**src/rtl/inst_prefetch_pkg.sv**
```systemverilog
// Shared widths, the queued {pc, inst} entry type and PC alignment for the prefetch unit.
package inst_prefetch_pkg;

    localparam int LEN_WORD         = 32;
    localparam int LEN_INST         = 32;
    localparam int LEN_MEMISTR_ADDR = 15;

    typedef struct packed {
        logic [LEN_WORD-1:0] pc;
        logic [LEN_INST-1:0] inst;
    } fetch_entry_t;

    // Instruction fetch is word based; the low two byte-address bits are dropped.
    function automatic logic [LEN_WORD-1:0] align_pc(input logic [LEN_WORD-1:0] x);
        return x & {{(LEN_WORD-2){1'b1}}, 2'b00};
    endfunction

endpackage

```
**src/rtl/inst_queue.sv**
```systemverilog
// Synchronous FIFO with a registered head word; flush empties it in one cycle.
module inst_queue #(
    parameter int DEPTH = 4,
    parameter int WIDTH = 64
) (
    input  logic                     clk,
    input  logic                     rstn,
    input  logic                     flush,
    input  logic                     push,
    input  logic [WIDTH-1:0]         push_data,
    input  logic                     pop,
    output logic [WIDTH-1:0]         head_data,
    output logic [$clog2(DEPTH):0]   count,
    output logic                     empty,
    output logic                     full
);

    localparam int AW = $clog2(DEPTH);

    logic [WIDTH-1:0] mem [DEPTH];
    logic [AW-1:0]    wr_ptr_reg;
    logic [AW-1:0]    rd_ptr_reg;
    logic [AW-1:0]    rd_ptr_next;
    logic [AW:0]      count_reg;
    logic [AW:0]      count_next;
    logic [AW:0]      remain;
    logic [WIDTH-1:0] head_reg;
    logic             do_pop;

    assign empty     = (count_reg == '0);
    assign full      = (count_reg == (AW+1)'(DEPTH));
    assign do_pop    = pop & ~empty;
    assign count     = count_reg;
    assign head_data = head_reg;

    always_comb begin
        rd_ptr_next = rd_ptr_reg + AW'(do_pop);
        remain      = count_reg - (AW+1)'(do_pop);
        count_next  = remain + (AW+1)'(push);
    end

    always_ff @(posedge clk) begin
        if (!rstn || flush) begin
            wr_ptr_reg <= '0;
            rd_ptr_reg <= '0;
            count_reg  <= '0;
        end else begin
            if (push) begin
                wr_ptr_reg <= wr_ptr_reg + AW'(1);
            end
            rd_ptr_reg <= rd_ptr_next;
            count_reg  <= count_next;
        end
    end

    // Head register tracks the entry that will be at the front next cycle;
    // when nothing older remains it takes the word being pushed.
    always_ff @(posedge clk) begin
        if (push && rstn && !flush) begin
            mem[wr_ptr_reg] <= push_data;
        end
        head_reg <= (remain == '0) ? push_data : mem[rd_ptr_next];
    end

endmodule

```
**src/rtl/inst_prefetch.sv**
```systemverilog
// Sequential instruction prefetcher: credit-limited issue, fixed-latency tag pipe, decode queue.
module inst_prefetch
    import inst_prefetch_pkg::*;
#(
    parameter int          DEPTH       = 4,
    parameter int          MEM_LATENCY = 2,
    parameter int          IADDR_W     = LEN_MEMISTR_ADDR,
    parameter logic [31:0] RESET_PC    = 32'h0
) (
    input  logic                     clk,
    input  logic                     rstn,
    input  logic                     redirect,
    input  logic [31:0]              redirect_pc,
    output logic                     out_valid,
    input  logic                     out_ready,
    output logic [31:0]              out_pc,
    output logic [31:0]              out_inst,
    output logic [IADDR_W-1:0]       a_inst,
    input  logic [31:0]              d_inst,
    output logic [$clog2(DEPTH):0]   count
);

    localparam int CW = $clog2(DEPTH) + 1;

    logic [LEN_WORD-1:0]    fetch_pc_reg;
    logic [LEN_WORD-1:0]    fetch_pc_next;
    logic [MEM_LATENCY-1:0] sr_valid_reg;
    logic [LEN_WORD-1:0]    sr_pc_reg [MEM_LATENCY];

    logic         pop;
    logic         issue;
    logic         exit_valid;
    logic         q_push;
    logic         q_empty;
    logic         q_full;
    logic [CW-1:0] q_count;
    fetch_entry_t q_push_data;
    fetch_entry_t q_head;
    int           inflight;
    int           occupancy;

    assign pop       = out_valid & out_ready;
    assign out_valid = ~q_empty;
    assign out_pc    = q_head.pc;
    assign out_inst  = q_head.inst;
    assign count     = q_count;
    assign a_inst    = fetch_pc_reg[IADDR_W+1:2];

    // Every read in flight already owns a queue slot, so the capture side can never overflow.
    always_comb begin
        inflight = 0;
        for (int i = 0; i < MEM_LATENCY; i++) begin
            inflight += int'(sr_valid_reg[i]);
        end
        occupancy = int'(q_count) + inflight - int'(pop);
        issue     = ~redirect & (occupancy < DEPTH);
    end

    always_comb begin
        fetch_pc_next = fetch_pc_reg;
        if (redirect) begin
            fetch_pc_next = align_pc(redirect_pc);
        end else if (issue) begin
            fetch_pc_next = fetch_pc_reg + 32'd4;
        end
    end

    always_ff @(posedge clk) begin
        if (!rstn) begin
            fetch_pc_reg <= RESET_PC;
        end else begin
            fetch_pc_reg <= fetch_pc_next;
        end
    end

    // Tag pipe: stage k holds the read issued k+1 cycles ago.
    always_ff @(posedge clk) begin
        if (!rstn || redirect) begin
            sr_valid_reg <= '0;
        end else begin
            sr_valid_reg[0] <= issue;
            for (int i = 1; i < MEM_LATENCY; i++) begin
                sr_valid_reg[i] <= sr_valid_reg[i-1];
            end
        end
    end

    always_ff @(posedge clk) begin
        sr_pc_reg[0] <= fetch_pc_reg;
        for (int i = 1; i < MEM_LATENCY; i++) begin
            sr_pc_reg[i] <= sr_pc_reg[i-1];
        end
    end

    assign exit_valid       = sr_valid_reg[MEM_LATENCY-1];
    assign q_push           = exit_valid & ~redirect & (~q_full | pop);
    assign q_push_data.pc   = sr_pc_reg[MEM_LATENCY-1];
    assign q_push_data.inst = d_inst;

    inst_queue #(
        .DEPTH (DEPTH),
        .WIDTH ($bits(fetch_entry_t))
    ) u_queue (
        .clk       (clk),
        .rstn      (rstn),
        .flush     (redirect),
        .push      (q_push),
        .push_data (q_push_data),
        .pop       (pop),
        .head_data (q_head),
        .count     (q_count),
        .empty     (q_empty),
        .full      (q_full)
    );

endmodule

```
**config.mk**
```make
export PLATFORM = sky130hd
export DESIGN_NAME = inst_prefetch
export DESIGN_NICKNAME = d
export VERILOG_FILES = /design/src/rtl/inst_prefetch_pkg.sv /design/src/rtl/inst_queue.sv /design/src/rtl/inst_prefetch.sv
export SDC_FILE = /design/constraint.sdc
export NUM_CORES = 1
export LEC_CHECK = 0
export CORE_ASPECT_RATIO = 0.7
export CORE_MARGIN = 1.5
export CORE_UTILIZATION = 36
export CTS_BUF_LIST = sky130_fd_sc_hd__clkbuf_8
export DETAILED_ROUTE_END_ITERATION = 10
export PLACE_DENSITY = 0.56
export SKIP_CTS_REPAIR_TIMING = 1
export SYNTH_ARGS = -nofsm -noshare
export SYNTH_HDL_FRONTEND = slang
export SYNTH_SLANG_ARGS = --single-unit
```
**constraint.sdc**
```tcl
create_clock -name clk -period 3.1 [get_ports clk]
set_input_delay 0.31 -clock clk [delete_from_list [all_inputs] [get_ports clk]]
set_output_delay 0.31 -clock clk [all_outputs]
set_load 0.01 [all_outputs]
```
==> summary.md <==
| Metric | Value |
|---|---|
| Fin. Hold Viols | 0 |
| Drt via density | 4.750 |
| Comb pwr share | under 10% |
| H-tree depth | 2 |
| Number of enable flip-flop cells after synthesis | around 250 |
| Worst path arrival time | between 3000 and 4000 ps |
| Final #Nets | between 1000 and 1500 |
| CP Capture Type | flop |
| P_int | 8.310 mW |
| Cell Area, Synth | ~15000 sq um |
| Flop and latch count out of synthesis | a little over 400 |
| Critical Path, Cell by Cell | inv_1 > nand3_1 > and2_1 > ha_1 > inv_1 > ha_1 > a211oi_4 > o211ai_1 > nor4_2 > xnor2_1 > a21oi_1 |
| Total CTS buffers | 60 |
| Clock slew at reported path FFs | 70 ps |
| Fillers | ~3500 |
| Later-pin clock latency in the skew report | just over 600 ps |
| Register area | about 11000 sq um |
| Worst Clk Skew | roughly 15 ps |
| RR Endpoint | fetch_pc_reg[27]$_SDFFE_PN0P_ |
| Number of global-route vias before repair | 7905 |
| Sw power | about 2.4 mW |
| Avg Cell Area, Syn | 18.29 sq um |
| Io pins | roughly 150 |
| Seq/Total Area, Yosys | around three quarters |
| GRT Total Usage | ~15% |
| Fmax | roughly 350 MHz |
| FFs w/ async S/R, synth | 0% |
| CTS root buf | clkbuf_8 |
| DP Wirelength | between 15000 and 20000 um |
| Peak supply drop | 0.3123 mV |
| Max-cap violation count | 0 |
| Leakage | just over 6 nW |
| First-pass GRT wire length | between 40000 and 50000 um |
| Flop pwr share | a little under three fifths |
| FF-to-FF path depth | 11 |
| Worst-Margin Slew | approximately 1100 ps |
| GPL Wtd Cong | between 0.7 and 0.8 |
| Post-synth top cells | edfxtp_1 (248), dfxtp_1 (161), mux2_2 (62), mux4_2 (62), xnor2_1 (29) |
| Power per cell area | around 600 nW/um^2 |
| 1st-iter DRT viols | 347 |
| Crit Reg-Reg Startpoint | u_queue.count[1]$_SDFF_PP0_ |
| Die X | about 240 um |
| Grt ovf | 0 |
| Hold path depth | 0 |
| Crit Path Class | flop to flop |
| Routed WL | slightly above 30000 um |
| Full die area | approximately 42000 sq um |
| TritonCTS clock tree | yes |
| Pin count of the biggest net entering global routing | between 60 and 70 |
| Ys flop type | edfxtp_1 |
| Status | completed |
| Cells after Synth | 798 |
| Detail Route Antenna Nets | 0 |
| DR pass1 iterations | 5 |
| Initial Util | 36.64% |
| DR vias | 7453 |
| Sw frac | 22.49% |
| Area Overhead vs Synth | 23.21% |
| Clock period minus final worst setup slack | approximately 2900 ps |
| RSZ-0062 raised after global routing | false |
| Fin Setup TNS | 0 ps |
| Critical Path RT | approximately 3600 ps |
| Core ar. | 39840 sq um |
| Initial antenna violation count | 0 |
| Diode count | 0 |
| Top cells by area, synth | edfxtp_1 (51%), dfxtp_1 (22%), mux4_2 (9.6%), mux2_2 (4.8%), xnor2_1 (1.7%) |
| Worst Hold Class | flop to flop |
| Clk sinks | just over 400 |
| CTS Buffer Depth | 3 |
| Worst path top cell family by delay | compound AO/OA/AOI/OAI gates |
| Post-synth top area share | roughly half |
| Worst path bufs/invs | 2 |
| I/O Buffers | between 100 and 150 |
| Largest register FFs | roughly 250 |
| Min-Delay Endpoint | sr_pc_reg[0][46]$_DFF_P_ |
| HP Start | sr_pc_reg[0][14]$_DFF_P_ |
| Critical path launch point type | flop |
| Clock network power share | a little under two fifths |
| Worst path max stage delay | 400 ps |
| Synth unique cells | 47 |
| R2R setup slack | between 200 and 250 ps |
| Share of layout cells above drive strength 1 | about a quarter |
| Yosys top cell by area | edfxtp_1 |
| Worst-path fanout max | 7 |
| Rel. slew slack | 29.34% |
| Most numerous cell in the Yosys netlist | edfxtp_1 |
| Max Slew Vio Count | 0 |
| Area of the multi-input gates | approximately 3700 sq um |
| Crit share post-route | 93.35% |
| CP max-delay cell | a211oi_4 |
| # setup viols final | 0 |
| Design Power | ~11 mW |
| Chip height | 171.5 um |
| WL/cell | 19.39 um |
| Synthesis Warnings | 0 |
| FP Rows | between 60 and 70 |
| Drc violations | 0 |
power groups by stage:
stage	Combinational, mW	Sequential, mW	Clock [mW]
final	0.605	6.04	4.08
after global routing	0.654	6.06	4.48
after global placement	0.613	6.16	0
after detailed placement	0.614	6.16	0
after floorplan	0.233	6.16	0
after CTS	0.618	6.04	4.24
worst max path at each step:
stage	from	endpoint	slack, ps	cells after the start
2_1_floorplan	u_queue.count[2]$_SDFF_PP0_	fetch_pc_reg[2]$_SDFFE_PN0P_	360	12
3_3_place_gp	out_ready	fetch_pc_reg[27]$_SDFFE_PN0P_	100	10
3_5_place_dp	out_ready	fetch_pc_reg[15]$_SDFFE_PN0P_	110	10
4_1_cts	u_queue.count[1]$_SDFF_PP0_	fetch_pc_reg[15]$_SDFFE_PN0P_	180	11
5_1_grt	u_queue.count[1]$_SDFF_PP0_	fetch_pc_reg[10]$_SDFFE_PN0P_	30	12
6_report	u_queue.count[1]$_SDFF_PP0_	fetch_pc_reg[27]$_SDFFE_PN0P_	210	11
metrics by stage:
step / hold WS, ps / setup WS [ps] / util (%) / instance area [sq um] / std cells
after floorplan: 309.6 / 357.2 / - / 14600 / 799
after global placement: 310.7 / 104.5 / 42.27 / 16840 / 1455
after detailed placement: 312.1 / 106.2 / 42.27 / 16840 / 1455
after CTS: 257.6 / 184.1 / 45.13 / 17980 / 1569
after global routing: 283.1 / 34.61 / 45.14 / 17980 / 1569
final: 313.5 / 206.3 / 45.14 / 17980 / 1569
cells by family (layout without fill, tap and decap cells):
| group | count (synthesis) | count (layout) | share of synthesized area, % |
|---|---|---|---|
| AO/OA/AOI/OAI | 71 | 71 | 3.000 |
| multiplexers | 126 | 126 | 14.49 |
| XOR/XNOR | 32 | 32 | 1.920 |
| AND/OR/NAND/NOR | 84 | 84 | 4.072 |
| other | 1 | 2 | 0.02569 |
| flip-flops | 409 | 409 | 73.10 |
| buffers and inverters | 60 | 295 | 2.109 |
| adder cells (fa/ha/maj) | 15 | 15 | 1.286 |
layout make-up:
class | instances | share of cell area, %
timing repair buffer | 170 | 9.893
clock buffer | 68 | 5.204
tap | 535 | 3.722
inverter | 11 | 0.2296
multi-input combinational | 330 | 20.50
clock inverter | 46 | 1.127
sequential | 409 | 59.33
worst register-to-register path: cells and delay by family, from the launching register on:
family                   cells  cell delay (ps)
AO/OA/AOI/OAI                3              810
XOR/XNOR                     1              150
adder cells (fa/ha/maj)      2              590
buffers and inverters        2              200
flip-flops                   1              360
AND/OR/NAND/NOR              3              660
placed cells by master, fill, tap and decap left out, types with 12 or more instances in the layout:
master | Yosys | layout
dfxtp_1 | 161 | 161
o21ai_0 | 28 | 28
ha_1 | 15 | 14
xnor2_1 | 29 | 29
buf_4 | 18 | 13
clkbuf_8 | 0 | 68
a21oi_1 | 27 | 27
inv_1 | 10 | 34
nor4_2 | 14 | 15
mux4_2 | 62 | 62
clkdlybuf4s50_1 | 0 | 146
clkinv_2 | 0 | 12
mux2_2 | 62 | 62
edfxtp_1 | 248 | 248
per-layer routing:
| metal | track usage (%) | routed length [um] | vias to the layer above |
|---|---|---|---|
| met4 | 4.133 | 424 | 0 |
| met3 | 3.386 | 1570 | 42 |
| met2 | 23.48 | 14300 | 158 |
| li1 | - | - | 3437 |
| met1 | 20.39 | 14130 | 3816 |
| met5 | 0 | 0 | - |
Note: power is estimated with default switching activity, not from simulation.
